[config.mk]
export PLATFORM = sky130hd
export DESIGN_NAME = pc_fetch_unit
export DESIGN_NICKNAME = d
export VERILOG_FILES = /design/src/rtl/pc_fetch_unit.sv
export SDC_FILE = /design/constraint.sdc
export NUM_CORES = 1
export LEC_CHECK = 0
export CAP_MARGIN = 20
export CORE_MARGIN = 2
export CORE_UTILIZATION = 42
export CTS_BUF_LIST = sky130_fd_sc_hd__clkbuf_16
export DETAILED_ROUTE_END_ITERATION = 16
export HOLD_SLACK_MARGIN = 0.1
export PLACE_DENSITY = 0.81
export SKIP_CTS_REPAIR_TIMING = 1
export SLEW_MARGIN = 20
export SYNTH_ARGS = -nofsm -noshare
export SYNTH_HDL_FRONTEND = slang
export SYNTH_SLANG_ARGS = --single-unit
[constraint.sdc]
create_clock -name clk -period 4.2 [get_ports clk]
set_input_delay 0.84 -clock clk [delete_from_list [all_inputs] [get_ports clk]]
set_output_delay 0.84 -clock clk [all_outputs]
set_load 0.005 [all_outputs]
[src/rtl/pc_fetch_unit.sv]
// Program counter plus req/ack instruction fetch into IR; feeds PC+2 and branch target back to the next-PC mux.
// Latency: fetch_start to ir_valid is 2 cycles minimum (1 REQ cycle + DONE); memory wait states add 1 cycle each.
// Backpressure: REQ holds imem_req/imem_addr until imem_ack; pc_load/fetch_start outside IDLE are dropped. Optional FETCH_TIMEOUT_EN aborts a stalled REQ.
module pc_fetch_unit #(
    parameter logic [15:0] RESET_PC       = 16'h0000,
    parameter int          TIMEOUT_CYCLES = 15
) (
    input  logic        clk,
    input  logic        reset_n,
    input  logic [15:0] next_pc,
    input  logic        pc_load,
    input  logic        fetch_start,
    output logic        imem_req,
    output logic [15:0] imem_addr,
    input  logic        imem_ack,
    input  logic [15:0] imem_rdata,
    output logic [15:0] ir,
    output logic        ir_valid,
    output logic        busy,
    output logic [15:0] pc,
    output logic [15:0] pc_plus2,
    output logic [15:0] pc_branch,
    output logic        fetch_err
);

    typedef enum logic [1:0] {
        S_IDLE = 2'd0,
        S_REQ  = 2'd1,
        S_DONE = 2'd2
    } state_t;

    // Reject illegal configurations at elaboration rather than building a broken PC.
    if (RESET_PC[0] != 1'b0 || TIMEOUT_CYCLES < 1 || TIMEOUT_CYCLES > 255) begin : g_bad_cfg
        $error("pc_fetch_unit: RESET_PC must be even and TIMEOUT_CYCLES in 1..255");
    end

    state_t      state_q, state_d;
    logic [15:0] pc_q, pc_d;
    logic [15:0] ir_q, ir_d;
    logic        imem_req_q, imem_req_d;
    logic        ir_valid_q, ir_valid_d;
    logic        busy_q, busy_d;
    logic        fetch_err_q, fetch_err_d;
    logic        timeout;

`ifdef FETCH_TIMEOUT_EN
    // Count of completed REQ cycles without ack; zero on REQ entry.
    localparam logic [7:0] TMO_LAST = 8'(TIMEOUT_CYCLES - 1);
    logic [7:0] cnt_q, cnt_d;

    // Counter advances only while requesting, so it is always zero when REQ is entered.
    always_comb begin
        cnt_d   = (state_q == S_REQ) ? cnt_q + 8'd1 : 8'd0;
        timeout = (state_q == S_REQ) && (cnt_q == TMO_LAST);
    end

    // Timeout counter register.
    always_ff @(posedge clk or negedge reset_n) begin
        if (!reset_n) begin
            cnt_q <= 8'd0;
        end else begin
            cnt_q <= cnt_d;
        end
    end
`else
    // Without the timeout option REQ waits for ack forever.
    assign timeout = 1'b0;
`endif

    // Next-state, PC and IR update; registered outputs are derived from the next state.
    always_comb begin
        state_d     = state_q;
        pc_d        = pc_q;
        ir_d        = ir_q;
        fetch_err_d = 1'b0;
        case (state_q)
            S_IDLE: begin
                // Load lands at this edge, so a same-cycle fetch uses the new PC.
                if (pc_load) begin
                    pc_d = {next_pc[15:1], 1'b0};
                end
                if (fetch_start) begin
                    state_d = S_REQ;
                end
            end
            S_REQ: begin
                // An ack arriving on the timeout cycle still completes the fetch.
                if (imem_ack) begin
                    ir_d    = imem_rdata;
                    pc_d    = pc_q + 16'd2;
                    state_d = S_DONE;
                end else if (timeout) begin
                    state_d     = S_IDLE;
                    fetch_err_d = 1'b1;
                end
            end
            S_DONE: begin
                state_d = S_IDLE;
            end
            default: begin
                state_d = S_IDLE;
            end
        endcase
        imem_req_d = (state_d == S_REQ);
        ir_valid_d = (state_d == S_DONE);
        busy_d     = (state_d != S_IDLE);
    end

    // State and output registers; reset drops imem_req immediately.
    always_ff @(posedge clk or negedge reset_n) begin
        if (!reset_n) begin
            state_q     <= S_IDLE;
            pc_q        <= RESET_PC;
            ir_q        <= 16'h0000;
            imem_req_q  <= 1'b0;
            ir_valid_q  <= 1'b0;
            busy_q      <= 1'b0;
            fetch_err_q <= 1'b0;
        end else begin
            state_q     <= state_d;
            pc_q        <= pc_d;
            ir_q        <= ir_d;
            imem_req_q  <= imem_req_d;
            ir_valid_q  <= ir_valid_d;
            busy_q      <= busy_d;
            fetch_err_q <= fetch_err_d;
        end
    end

    // Candidate next-PC values follow pc/ir directly so the mux sees them in the ir_valid cycle.
    always_comb begin
        pc_plus2  = pc_q + 16'd2;
        pc_branch = pc_plus2 + {{7{ir_q[7]}}, ir_q[7:0], 1'b0};
    end

    assign pc        = pc_q;
    assign ir        = ir_q;
    assign imem_addr = pc_q;
    assign imem_req  = imem_req_q;
    assign ir_valid  = ir_valid_q;
    assign busy      = busy_q;
    assign fetch_err = fetch_err_q;

endmodule
After elaboration in Yosys (flattened, before gate mapping)
Cells that the tools add are included.
- add/subtract/negate cells: 2
- equal/unequal tests: 5
- multiplexer cells: 6
- reduce and logical (&&, ||, !) cells: 5
- operators with widths (operator ; count):
    2-to-1 mux 16 bit ; 2
    case mux 16 bit (2 select lines) ; 1
    adder 16 bit ; 1
    adder 16 x 2 -> 16 bit, second input constant ; 1
    equality test 2 x 1 -> 1 bit, second input constant ; 2
    2-to-1 mux 2 bit ; 2
    != test 2 bit, second input constant ; 2
    case mux 2 bit (2 select lines) ; 1
    nonzero test 2 bit ; 2
    AND reduction 3 bit ; 1
    equality test 2 bit, second input constant ; 1
    logical NOT 2 bit ; 1
    AND reduction 2 bit ; 1
- bits in registers: 37
- input port bits: 37
- output and inout bits: 84
- word-level logic and storage cells: 24

Longest topological paths before layout
Gate-level depths: netlist of run 1.
- depth in word-level cells: 3
- gate-level depth with buffers: 12
- mapped depth without buffers: 10

Least setup slack after synthesis of run 1
Ideal clock, no wire load.
- path kind: reg-to-output
- start: register pc_q[1] (netlist: imem_addr[1])
- end: output pc_branch[14]
- data arrival time: 2559 ps
- data required time: 3360 ps
- setup slack: 801 ps
- stages on the path, launching flop included: 11
- buffers on the path: 1
- cell sequence: dfrtp_1 > ha_1 > and3_1 > buf_4 > xnor2_1 > ha_1 > and3_1 > a221oi_2 > o2111ai_1 > a21oi_1 > xnor2_1
- word-level cells in the longest chain between the ends: 2
- RTL lines (item ; line ; source):
    start: declaration ; 38 ; logic [15:0] pc_q, pc_d;
    start signal: assignment ; 121 ; pc_q <= pc_d;
    adder 16 x 2 -> 16 bit ; 132 ; pc_plus2 = pc_q + 16'd2;
    named net pc_plus2[5] ; 21 ; output logic [15:0] pc_plus2,
    adder 16 bit ; 133 ; pc_branch = pc_plus2 + {{7{ir_q[7]}}, ir_q[7:0], 1'b0};
    end: declaration ; 22 ; output logic [15:0] pc_branch,
The timed path passes the listed nets, and every way through them passes these cells.

Final worst setup path of run 1
- start: register pc_q[2] (netlist: imem_addr[2])
- end: output pc_branch[14]
- word-level cells in the longest chain between the ends: 2
- RTL lines (item ; line):
    adder 16 x 2 -> 16 bit ; 132
    adder 16 bit ; 133
No other way between the ends.

==> summary.md, run 1 <==
| Metric | Value |
|---|---|
| Status | `finished, final reports clean` |
| Detailed Route Iter0 Violations | `120` |
| GRT Total Usage | `0.202` |
| Fin. Hold Viols | `0` |
| Vias/cell | `5.45` |
| Starting Density | `0.428` |
| Clk buf depth | `2` |
| Die area | `0.00706 mm²` |
| Count of final setup violators | `0` |
| Async S/R FF share, synth | `1.00` |
| Unique cell type count in the Yosys netlist | `50` |
| Clock slew at reported path FFs | `0.05 ns` |
| DP HPWL | `5420 µm` |
| Worst EP arrival | `3.31 ns` |
| Worst hold-check path type | `flip-flop to flip-flop` |
| Port Buf Inserts | `114` |
| Sequential share of the synthesized area | `0.335` |
| CTS Buf Count | `5` |
| Post-synth top cells | `36 x dfrtp_1, 28 x a21oi_1, 24 x nor2_1` |
| Ant. Diodes | `0` |
| Leading area contributor after synthesis | `dfrtp_1` |
| CTS root buf | `clkbuf_16` |
| Synth top area share | `0.335` |
| Worst stage delay on the critical path | `0.52 ns` |
| Post-route clock period utilization | `0.987` |
| Max Slew Vio Count | `0` |
| Setup_tns | `0 ns` |
| Routability cong. | `about 0.82` |
| CP Class | `flip-flop to output pin` |
| Slew Limit Headroom | `0.286` |
| Yosys Warn Count | `0` |
| First-pass GRT wire length | `11800 µm` |
| Die width | `84.0 µm` |
| Final wirelength | `7790 µm` |
| F_max | `241 MHz` |
| Routed Antenna Nets | `0` |
| Synth Area per Inst | `9.18 µm²` |
| Worst-skew pair later-pin latency | `approximately 0.28 ns` |
| Fill cell count | `478` |
| CP required | `3.36 ns` |
| Die Ht | `84.0 µm` |
| Number of enable flip-flop cells after synthesis | `0` |
| Largest delay contributor family on the critical path | `compound AO/OA/AOI/OAI gates` |
| Skew final | `between 0.006 and 0.007 ns` |
| Crit Path Max Fanout | `6` |
| Cells after Synth | `293` |
| Hold_ws | `0.485 ns` |
| Number of clock sinks | `36` |
| Drt pass-1 iters | `4` |
| Bufs and invs on worst path | `1` |
| Vias in the first global route | `2529` |
| Layout cell share with drive strength beyond 1 | `0.165` |
| Top-level port count | `121` |
| Worst-Margin Slew | `approximately 1.1 ns` |
| Max-Cap Viols | `0` |
| Synth area leaders | `dfrtp_1 34%, ha_1 8.8%, buf_4 6.1%` |
| Routed WL per cell | `16.3 µm` |
| Nets | `457` |
| Count leader, synth | `dfrtp_1` |
| Crit-path slowest cell | `clkdlybuf4s50_1` |
| Rows | `29` |
| Cell leakage power | `0.00176 µW` |
| Pin count of the biggest net entering global routing | `37` |
| Mapped Area | `0.00269 mm²` |
| Core area | `0.00628 mm²` |
| VDD IR max | `563 µV` |
| Most used DFF post-synth | `dfrtp_1` |
| Total number of H-tree levels | `2` |
| Via count | `2605` |
| Initial antenna violation count | `0` |
| Critical Path, Cell by Cell | `ha_4 > and3_2 > xnor2_2 > ha_2 > and3_1 > a221oi_4 > o2111ai_1 > a21oi_1 > xnor2_1 > clkdlybuf4s50_1` |
| Pwr/cell area | `846 mW/mm²` |
| Total grt overflow | `0` |
| Endpoint class of the critical path | `output pin` |
| CTS tree | `done` |
| Area delta synth->final | `56.8%` |
| Register bit total from synthesis | `36` |
| Final Critical Period | `approximately 4.1 ns` |
| Post-route DRC | `0` |
| Startpoint types | `flip-flop` |
-- worst paths after layout --
path,from,endpoint,slack [ns],depth (start not counted)
min reg2reg,ir[10]$_DFFE_PN0P_,ir[10]$_DFFE_PN0P_,0.48,1
min,ir[10]$_DFFE_PN0P_,ir[10]$_DFFE_PN0P_,0.48,1
min in group asynchronous,reset_n,state_q[1]$_DFF_PN0_,0.66,1
max,imem_addr[2]$_DFFE_PN0P_,pc_branch[14],0.05,10
max reg2reg,state_q[1]$_DFF_PN0_,ir[2]$_DFFE_PN0P_,2.13,3
max in group asynchronous,reset_n,imem_addr[4]$_DFFE_PN0P_,2.94,1
-- cell type report --
| cell class | instances | area (µm²) | share of cell area |
|---|---|---|---|
| multi-input cells | 217 | 1750 | 0.415 |
| clock buffers | 5 | 125 | 0.0297 |
| inverters | 12 | 45.0 | 0.0107 |
| clock inverters | 3 | 37.5 | 0.00890 |
| well taps | 77 | 96.3 | 0.0229 |
| repair buffers | 128 | 1250 | 0.297 |
| flip-flops and latches | 36 | 908 | 0.215 |
-- state kept, by name, indices dropped and copies added (netlist names) --
signal and flops:
ir 16, imem_req 1, ir_valid 1, busy 1, state_q 2, imem_addr 15
-- worst reg2reg max path, delay by kind of cell (launching register included) --
kind,cells,cell delay [ns]
simple gates,2,1.09
mux,1,0.42
flops,1,0.45
-- layer usage --
layer  up-vias  share of wire  GRT usage
met1      1267           0.40      0.245
met3        14          0.072     0.0613
met5         -              0          0
met4         0          0.018     0.0469
met2        97           0.51      0.353
li1       1227              -          -
-- cells in the final DEF (no fill, tap or decap), types with 5 or more instances in the layout --
| cell | instances |
|---|---|
| o21ai_0 | 7 |
| xnor2_1 | 12 |
| dfrtp_2 | 6 |
| a21o_1 | 5 |
| inv_1 | 12 |
| nand2_1 | 17 |
| nor2_1 | 23 |
| mux2_1 | 9 |
| o21ai_1 | 7 |
| dfrtp_1 | 30 |
| conb_1 | 5 |
| ha_1 | 12 |
| mux2_2 | 7 |
| clkbuf_16 | 5 |
| nand3_1 | 8 |
| buf_4 | 12 |
| xor2_1 | 7 |
| clkdlybuf4s50_1 | 111 |
| o22ai_1 | 5 |
| a21oi_1 | 25 |
-- per-stage QoR --
step                      setup slack [ns]  power (µW)  utilization  std cells  cell area, µm²
after global routing               -0.0749        3820        0.672        478            4220
after floorplan                      0.801        1730            -        297            2700
after global placement               0.226        2810        0.599        460            3760
final                               0.0544        3570        0.672        478            4220
after CTS                           -0.164        3300        0.624        468            3920
after detailed placement             0.172        2860        0.599        460            3760
-- cells by family after synthesis --
logic type / Yosys count / share of synthesized area
AO/OA/AOI/OAI: 73 / 0.168
other: 1 / 0.00139
AND/OR/NAND/NOR: 73 / 0.135
multiplexers: 20 / 0.0819
buffers and inverters: 44 / 0.0954
XOR/XNOR: 26 / 0.0875
adder cells (fa/ha/maj): 20 / 0.0959
flip-flops: 36 / 0.335
-- report_power, final --
part | internal [µW] | leakage, µW | switching, µW
logic | 1470 | 0.00127 | 1020
clock network | 276 | 0.0000789 | 146
registers | 463 | 0.000415 | 187
(Power assumes the default switching activity.)
==> run 2: changes to the inputs <==
--- a/config.mk
+++ b/config.mk
@@ -6,6 +6,7 @@
 export NUM_CORES = 1
 export LEC_CHECK = 0
 export CAP_MARGIN = 20
+export CORE_ASPECT_RATIO = 1.75
 export CORE_MARGIN = 2
 export CORE_UTILIZATION = 42
 export CTS_BUF_LIST = sky130_fd_sc_hd__clkbuf_16
@@ -17,3 +18,4 @@
 export SYNTH_ARGS = -nofsm -noshare
 export SYNTH_HDL_FRONTEND = slang
 export SYNTH_SLANG_ARGS = --single-unit
+export TNS_END_PERCENT = 5
==> summary.md, run 2 (same netlist as run 1, synthesis figures left out) <==
| Metric | Value |
|---|---|
| Layout cell share with drive strength beyond 1 | `0.157` |
| Most common cell after layout, fill and taps aside | `clkdlybuf4s50_1` |
| Skew final | `roughly 0.0052 ns` |
| Rows | `38` |
| Routability cong. | `0.773` |
| DP HPWL | `5700 µm` |
| Core area | `a little over 0.006 mm²` |
| Fin. Hold Viols | `0` |
| Slew Limit Headroom | `0.298` |
| CTS Buf Count | `5` |
| Endpoint class of the critical path | `output pin` |
| Die Ht | `110 µm` |
| Detailed Route Iter0 Violations | `95` |
| Crit Path Max Fanout | `7` |
| R2r endpoint | `ir[5]$_DFFE_PN0P_` |
| Dpl cell area | `0.00378 mm²` |
| Worst-Margin Slew | `1.05 ns` |
| VDD IR max | `roughly 470 µV` |
| Crit path launch | `imem_addr[1]$_DFFE_PN0P_` |
| Largest register FFs | `16` |
| Routed WL per cell | `between 15 and 20 µm` |
| Die width | `64.5 µm` |
| Drt pass-1 iters | `6` |
| Final Critical Period | `4.08 ns` |
| F_max | `245 MHz` |
| Finished Core Util | `0.673` |
| Number of clock sinks | `36` |
| Initial antenna violation count | `0` |
| RR Startpoint | `state_q[1]$_DFF_PN0_` |
| Worst hold-check path type | `flip-flop to flip-flop` |
| CTS root buf | `clkbuf_16` |
| First-pass GRT wire length | `11900 µm` |
| Post-route clock period utilization | `0.972` |
| Max Slew Vio Count | `0` |
| Ant. Diodes | `0` |
| Pre-CTS WS | `around 0.18 ns` |
| Port Buf Inserts | `114` |
| Total grt overflow | `0` |
| Die area | `0.00708 mm²` |
| Worst EP arrival | `3.24 ns` |
| Pin count of the biggest net entering global routing | `37` |
| CP Class | `flip-flop to output pin` |
| Finished Layout Cells | `481` |
| Starting Density | `0.435` |
| GRT Total Usage | `0.219` |
| Post-route DRC | `0` |
| Vias/cell | `5.39` |
| Max-Cap Viols | `0` |
| CTS tree | `done` |
| Startpoint types | `flip-flop` |
| Total number of H-tree levels | `2` |
| Final wirelength | `7650 µm` |
| Worst-skew pair later-pin latency | `0.29 ns` |
| RSZ-0062 raised after global routing | `true` |
| Count of final setup violators | `0` |
| Clk buf depth | `2` |
| Vias in the first global route | `2542` |
| Final worst slack | `0.118 ns` |
| Via count | `2594` |
| Critical Path End | `pc_branch[14]` |
| Reg2Reg Depth | `3` |
| Area delta synth->final | `54.7%` |
| Final std cell area, no fill | `0.00416 mm²` |
| Top-level port count | `121` |
| Reg2reg setup slack | `around 2.2 ns` |
| Pwr/cell area | `849 mW/mm²` |
| Nets | `457` |
| Status | `finished, final reports clean` |
| Clock slew at reported path FFs | `roughly 0.060 ns` |
| Dpl cells | `~470` |
| Cell leakage power | `~0.0017 µW` |
| Commonest non-fill, non-tap cells in the layout | `112 x clkdlybuf4s50_1, 31 x dfrtp_1, 26 x a21oi_1` |
| Routed Antenna Nets | `0` |
| CP required | `3.36 ns` |
| Hold_ws | `0.483 ns` |
[run 2: cell count changes in the layout (fill, tap and decap cells not counted), sizes merged]
| cell | delta |
|---|---|
| clkinv | -1 |
| dlymetal6s2s | -1 |
| clkdlybuf4s50 | +1 |
| clkinvlp | +1 |
[run 2: stage by stage]
step | TNS, ns | total power (µW)
floorplan | 0 | 1730
global placement | 0 | 2830
detailed placement | 0 | 2890
CTS | -0.315 | 3340
global route | -0.107 | 3760
finish | 0 | 3530
[run 2: layer usage]
layer  global-route usage  part of all wire  vias up
met5                    0                 0        -
met4                0.119             0.038        0
met3               0.0399             0.050       21
met2                0.419              0.56      112
met1                0.220              0.35     1236
li1                     -                 -     1225
[run 2: worst min-delay path by stage]
| stage | startpoint | end | slack (ns) | cells past startpoint |
|---|---|---|---|---|
| after floorplan | ir[10]$_DFFE_PN0P_ | ir[10]$_DFFE_PN0P_ | 0.48 | 1 |
| after global placement | ir[15]$_DFFE_PN0P_ | ir[15]$_DFFE_PN0P_ | 0.47 | 1 |
| after detailed placement | ir[11]$_DFFE_PN0P_ | ir[11]$_DFFE_PN0P_ | 0.48 | 1 |
| after CTS | ir[15]$_DFFE_PN0P_ | ir[15]$_DFFE_PN0P_ | 0.49 | 1 |
| after global routing | ir[15]$_DFFE_PN0P_ | ir[15]$_DFFE_PN0P_ | 0.50 | 1 |
| final | ir[15]$_DFFE_PN0P_ | ir[15]$_DFFE_PN0P_ | 0.48 | 1 |
[run 2: area by class of cell]
cell class              count  area, µm²
fillers                   493       2020
multi-input cells         217       1700
repair buffers            128       1240
flip-flops and latches     36        907
clock buffers               5        125
well taps                  80        100
inverters                  12       45.0
clock inverters             3       42.5
[run 2: power by group]
part           switching, µW  internal (µW)
Combinational           1020           1450
Clock                    154            279
Sequential               167            462
[run 2: worst max-delay path, cell delays in order, from the launching register on]
cell and delay (ns):
dfrtp_1 0.37, buf_4 0.16, nand4_1 0.09, buf_4 0.19, nor2_4 0.19, xnor2_1 0.21
ha_1 0.34, and3_1 0.20, o21ai_1 0.20, o2111ai_2 0.17, a21oi_2 0.16, xnor2_1 0.14
clkdlybuf4s50_1 0.53
==> run 3: changes to the inputs <==
--- a/config.mk
+++ b/config.mk
@@ -11,10 +11,11 @@
 export CORE_UTILIZATION = 42
 export CTS_BUF_LIST = sky130_fd_sc_hd__clkbuf_16
 export DETAILED_ROUTE_END_ITERATION = 16
+export GPL_ROUTABILITY_DRIVEN = 0
 export HOLD_SLACK_MARGIN = 0.1
 export PLACE_DENSITY = 0.81
 export SKIP_CTS_REPAIR_TIMING = 1
-export SLEW_MARGIN = 20
+export SLEW_MARGIN = 5
 export SYNTH_ARGS = -nofsm -noshare
 export SYNTH_HDL_FRONTEND = slang
 export SYNTH_SLANG_ARGS = --single-unit
==> results of run 3 <==
No change in the layout: final DEF, timing and power equal those of run 2.
